`src/rtl/alu_writeback.sv`:
```
// alu_writeback: in-order result FIFO between the EX-stage ALU and one register-file write port.
// Optional macro WB_BYPASS_EN adds two combinational forwarding lookup ports over the queued results.
package alu_wb_pkg;
  typedef struct packed {
    logic [6:0] opcode;
    logic [4:0] rd;
    logic [4:0] rs1;
    logic [4:0] rs2;
    logic [9:0] funct;
  } instruction_t;
endpackage

module alu_writeback
  import alu_wb_pkg::*;
#(
  parameter int DEPTH  = 4,
  parameter int REG_AW = 5
) (
  input  logic                         clk,
  input  logic                         rst,
  input  logic                         in_valid,
  output logic                         in_ready,
  input  instruction_t                 inst_in,
  input  logic [31:0]                  result_in,
  output logic                         rf_wr_en,
  input  logic                         rf_wr_ready,
  output logic [REG_AW-1:0]            rf_wr_addr,
  output logic [31:0]                  rf_wr_data,
  output logic [$clog2(DEPTH+1)-1:0]   pending
`ifdef WB_BYPASS_EN
  , input  logic [REG_AW-1:0]          fwd_addr_a
  , input  logic [REG_AW-1:0]          fwd_addr_b
  , output logic                       fwd_hit_a
  , output logic                       fwd_hit_b
  , output logic [31:0]                fwd_data_a
  , output logic [31:0]                fwd_data_b
`endif
);
  localparam int PW = $clog2(DEPTH);
  localparam int CW = $clog2(DEPTH+1);
  localparam logic [CW-1:0] FULL = CW'(DEPTH);

  logic [DEPTH-1:0][REG_AW-1:0] addr_q, addr_d;
  logic [DEPTH-1:0][31:0]       data_q, data_d;
  logic [PW-1:0]                wr_ptr_q, wr_ptr_d, rd_ptr_q, rd_ptr_d;
  logic [CW-1:0]                cnt_q, cnt_d;
  logic [REG_AW-1:0]            in_rd;
  logic                         push, store, pop, empty;
  logic                         unused_inst;

  assign in_rd       = inst_in.rd;
  assign unused_inst = ^inst_in;

  // Ready and write request come from registered occupancy only.
  assign empty      = (cnt_q == '0);
  assign in_ready   = (cnt_q != FULL);
  assign rf_wr_en   = !empty;
  assign rf_wr_addr = empty ? '0 : addr_q[rd_ptr_q];
  assign rf_wr_data = empty ? '0 : data_q[rd_ptr_q];
  assign pending    = cnt_q;

  always_comb begin
    push     = in_valid && in_ready;
    store    = push && (in_rd != '0);   // x0 writes complete the handshake but are dropped
    pop      = rf_wr_en && rf_wr_ready;
    addr_d   = addr_q;
    data_d   = data_q;
    wr_ptr_d = wr_ptr_q;
    rd_ptr_d = rd_ptr_q;
    cnt_d    = cnt_q;
    if (store) begin
      addr_d[wr_ptr_q] = in_rd;
      data_d[wr_ptr_q] = result_in;
      wr_ptr_d         = wr_ptr_q + 1'b1;
    end
    if (pop) rd_ptr_d = rd_ptr_q + 1'b1;
    case ({store, pop})
      2'b10:   cnt_d = cnt_q + 1'b1;
      2'b01:   cnt_d = cnt_q - 1'b1;
      default: cnt_d = cnt_q;
    endcase
  end

  always_ff @(posedge clk or negedge rst) begin
    if (!rst) begin
      addr_q   <= '0;
      data_q   <= '0;
      wr_ptr_q <= '0;
      rd_ptr_q <= '0;
      cnt_q    <= '0;
    end else begin
      addr_q   <= addr_d;
      data_q   <= data_d;
      wr_ptr_q <= wr_ptr_d;
      rd_ptr_q <= rd_ptr_d;
      cnt_q    <= cnt_d;
    end
  end

`ifdef WB_BYPASS_EN
  logic [1:0][REG_AW-1:0] fa;
  logic [1:0]             fh;
  logic [1:0][31:0]       fd;
  logic [PW-1:0]          idx;

  assign fa = {fwd_addr_b, fwd_addr_a};

  // Walk oldest to youngest so the last match left standing is the youngest.
  always_comb begin
    fh  = '0;
    fd  = '0;
    idx = '0;
    for (int p = 0; p < 2; p++) begin
      for (int k = 0; k < DEPTH; k++) begin
        idx = rd_ptr_q + PW'(k);
        if ((CW'(k) < cnt_q) && (fa[p] != '0) && (addr_q[idx] == fa[p])) begin
          fh[p] = 1'b1;
          fd[p] = data_q[idx];
        end
      end
    end
  end

  assign fwd_hit_a  = fh[0];
  assign fwd_hit_b  = fh[1];
  assign fwd_data_a = fd[0];
  assign fwd_data_b = fd[1];
`endif

endmodule

```
`config.mk`:
```
export PLATFORM = sky130hd
export DESIGN_NAME = alu_writeback
export DESIGN_NICKNAME = d
export VERILOG_FILES = /design/src/rtl/alu_writeback.sv
export SDC_FILE = /design/constraint.sdc
export NUM_CORES = 1
export LEC_CHECK = 0
export ABC_AREA = 1
export CORE_AREA = 2 2 123 125
export DETAILED_ROUTE_END_ITERATION = 10
export DIE_AREA = 0 0 125 127
export PLACE_DENSITY = 0.79
export SKIP_LAST_GASP = 1
export SLEW_MARGIN = 40
export SYNTH_ARGS = -nofsm -noshare
export SYNTH_HDL_FRONTEND = slang
export SYNTH_SLANG_ARGS = --single-unit
```
`constraint.sdc`:
```
create_clock -name clk -period 2.87 [get_ports clk]
set_clock_uncertainty 0.15 [all_clocks]
set_input_delay 0.574 -clock clk [delete_from_list [all_inputs] [get_ports clk]]
set_output_delay 0.574 -clock clk [all_outputs]
set_load 0.02 [all_outputs]
```
==> key figures, run 1 <==
Synth
  • EDFF count, synth: 0
  • Synth warn: 0
  • Syn Area/Cell: 7.84 µm²
  • Syn nets: 1070
  • Syn Inst Count: around 1000
  • Ys flop type: dfrtp_1
  • Synth Register Bits: 155
  • Unique masters post-synth: 22
  • Seq/Total Area, Yosys: around 50%
  • Mapped Area: 7800 µm²
  • Async SR Flop Fraction: 100%

Setup path
  • RR Endpoint: pending[2]
  • CP Max Fanout: 44
  • Startpoint class of the critical path: flip-flop
  • Worst path required time: ~2.2 ns
  • R2r setup slk: 0.54 ns
  • Critical path class: reg -> out
  • Worst R2R Start: pending[2]
  • Worst reg-to-reg path cell count: 10
  • Worst Setup End Kind: primary output
  • Critical Path AT: between 2 and 2.5 ns

CTS
  • Clk buf depth: 2
  • Clock Latency Late Sink: 0.42 ns
  • Clock sink total: approximately 160
  • Root buf cell: clkbuf_16
  • Post-CTS Setup Repair Bufs: 0
  • Clock-pin slew on the worst setup and hold paths: 0.06 ns
  • CTS Buf Count: 17
  • CTS tree: yes
  • H-tree depth: 4

STA
  • Final hold slack: between 0.3 and 0.4 ns
  • Tmin final: roughly 2.8 ns
  • Fmax: between 0.3 and 0.4 GHz
  • RSZ-0062 raised after global routing: false
  • Worst slew pin tran: about 0.72 ns
  • Max_slew headroom: 52.0%
  • Hold Fails Final Rpt: 0
  • TNS Setup: 0 ns
  • Slew Limit Fails: 0
  • Fin crit share: between 90% and 100%
  • Setup Viol. Count Final: 0

Floorplan
  • I/O Pins: 110
  • Die W: ~130 µm
  • Die area: about 16000 µm²
  • Die Y: between 100 and 150 µm
  • Rows: 44
  • Initial Utilization: a little over half
  • Core area: around 14000 µm²

Hold path
  • WHS Path Cells: 2
  • Hold Path Class: reg -> reg
  • Hold Crit Endpoint: addr_q[8]
  • Worst hold start: addr_q[8]

Layout
  • Area occupied by multi-input gates: 3440 µm²
  • Layout Nets: approximately 1100
  • Layout cells sized above 1: 7.89%
  • Fin cells: roughly 1200
  • Fillers: 1215
  • P&R area growth vs syn: 22.1%
  • Number of diodes: 0
  • Reg area: 3880 µm²

GRT
  • Initial antenna violation count: 0
  • Vias in the first global route: 7084
  • Largest net degree at the start of global routing: 98
  • First-pass GRT wire length: ~36000 µm
  • GRT Util Overall: about 28%
  • Grt ovf: 0

Routing
  • DR WL/cell: 17.7 µm
  • Drt first pass iters: 5
  • Via count: around 7400
  • Via/cell ratio: 5.94
  • Starting DRT DRC Count: between 800 and 900
  • DR DRC count: 0
  • Routed Antenna Nets: 0
  • Total wire length: 22100 µm

Placed design
  • Detailed Place HPWL: 12600 µm
  • Gpl congestion: 0.778
  • Port Buffers: 82
  • Dpl cells: ~1200

Pwr
  • Cell leakage power: 4.88 nW
  • PD cells: 1280 nW/µm²
  • Peak VDD IR: 1020 µV

Job
  • Number of max-cap violations: 0

Run status
  • Status: finished, final reports clean
## layout make-up
class / count / area share (%)
Sequential cell: 155 / 40.7
Multi-Input combinational cell: 741 / 36.1
Clock buffer: 21 / 4.94
Inverter: 11 / 0.486
Timing Repair Buffer: 126 / 13.3
Clock inverter: 11 / 2.00
Tap cell: 184 / 2.42
## report_power, final
| part | internal (mW) | total (mW) | leakage [nW] | switching (mW) |
|---|---|---|---|---|
| registers | 3.19 | 3.72 | 1.94 | 0.535 |
| clock network | 1.61 | 2.48 | 0.311 | 0.873 |
| logic | 2.17 | 5.98 | 2.63 | 3.81 |
## metrics by stage
stage	power, mW	setup slack (ns)	instance area, µm²	util, %
after floorplan	7.46	0.596	7800	-
after global placement	9.73	0.0801	8840	61.3
after detailed placement	9.88	0.0210	8840	61.3
after CTS	12.2	0.00420	9490	65.8
after global routing	13.0	0.0467	9530	66.0
final	12.2	0.112	9530	66.0
## critical path: stages, from the launching register on
cell and delay (ns):
dfrtp_2 0.45, inv_2 0.11, buf_12 0.21, o21ai_0 0.15
a21oi_1 0.28, dlygate4sd2_1 0.38
## cells by family after synthesis
family / synth area share [%]
compound gates: 7.42
xor+xnor: 0.225
fa+ha+maj: 1.06
buf+inv: 6.30
flops: 49.7
simple gates: 35.3
## how the worst max path moves through the flow
stage | startpoint | endpoint | slack, ns | cells after the start
floorplan | inst_in[23] | pending[2] | 0.60 | 10
global placement | inst_in[23] | pending[2] | 0.08 | 10
detailed placement | inst_in[23] | pending[2] | 0.02 | 10
CTS | pending[2] | rf_wr_data[27] | 0.004 | 5
global route | pending[2] | rf_wr_addr[4] | 0.05 | 5
finish | rd_ptr_q[0] | rf_wr_addr[4] | 0.11 | 5
## placed cells by master (no fill, tap or decap), types with 2 or more instances in the layout
cell type / netlist / layout
clkdlybuf4s50_1: 0 / 44
dfrtp_1: 155 / 154
ha_1: 5 / 5
buf_12: 0 / 8
inv_1: 9 / 9
a21oi_1: 38 / 38
nor2_1: 154 / 154
dlymetal6s2s_1: 0 / 16
o21ai_0: 76 / 76
dlygate4sd2_1: 0 / 21
buf_4: 8 / 35
nand4_1: 148 / 148
clkbuf_16: 0 / 17
clkinv_2: 0 / 2
bufinv_16: 0 / 5
nand3_1: 2 / 2
clkinvlp_4: 0 / 4
nand2_1: 308 / 308
nand3_4: 4 / 4
clkbuf_8: 0 / 3
## state kept, by name, summed over array words and instances, names as in the netlist
signal	cells
data_q	128
addr_q	20
pending	3
rd_ptr_q	2
wr_ptr_q	2
## synth_stat cells (all sizes together) (5+ instances only)
cell / instances / area, µm²
nand2: 308 / 1160
nor2: 154 / 578
o21ai: 76 / 380
clkbuf: 25 / 93.8
buf: 64 / 357
dfrtp: 155 / 3880
ha: 5 / 62.6
nand4: 148 / 926
nand3: 6 / 80.1
inv: 11 / 41.3
a21oi: 39 / 199
## routing by layer
metal  up-vias  share of wire (%)  GRT usage, %
met5         -                  0             0
met4         0                1.5          9.93
met3        35                8.1          5.74
met2       388                 49          45.7
met1      3516                 41          38.0
li1       3476                  -             -
## what timing repair did
item	in CTS	in global routing
hold buffers	1	0
hold endpoints to repair	49	0
setup endpoints to repair	37	16
gates resized for setup	23	16
gates cloned	0	0
Power figures use the tool's default switching activity.
==> run 2, diff against run 1 <==
Settings changed: CTS_CLUSTER_DIAMETER from default to 50.
==> results of run 2 <==
The final DEF is identical to that of run 1; final timing and power are the same.
==> run 3, diff against run 2 <==
Settings changed: CAP_MARGIN from default to 25.
==> results of run 3 <==
The final DEF is identical to that of run 1; final timing and power are the same.
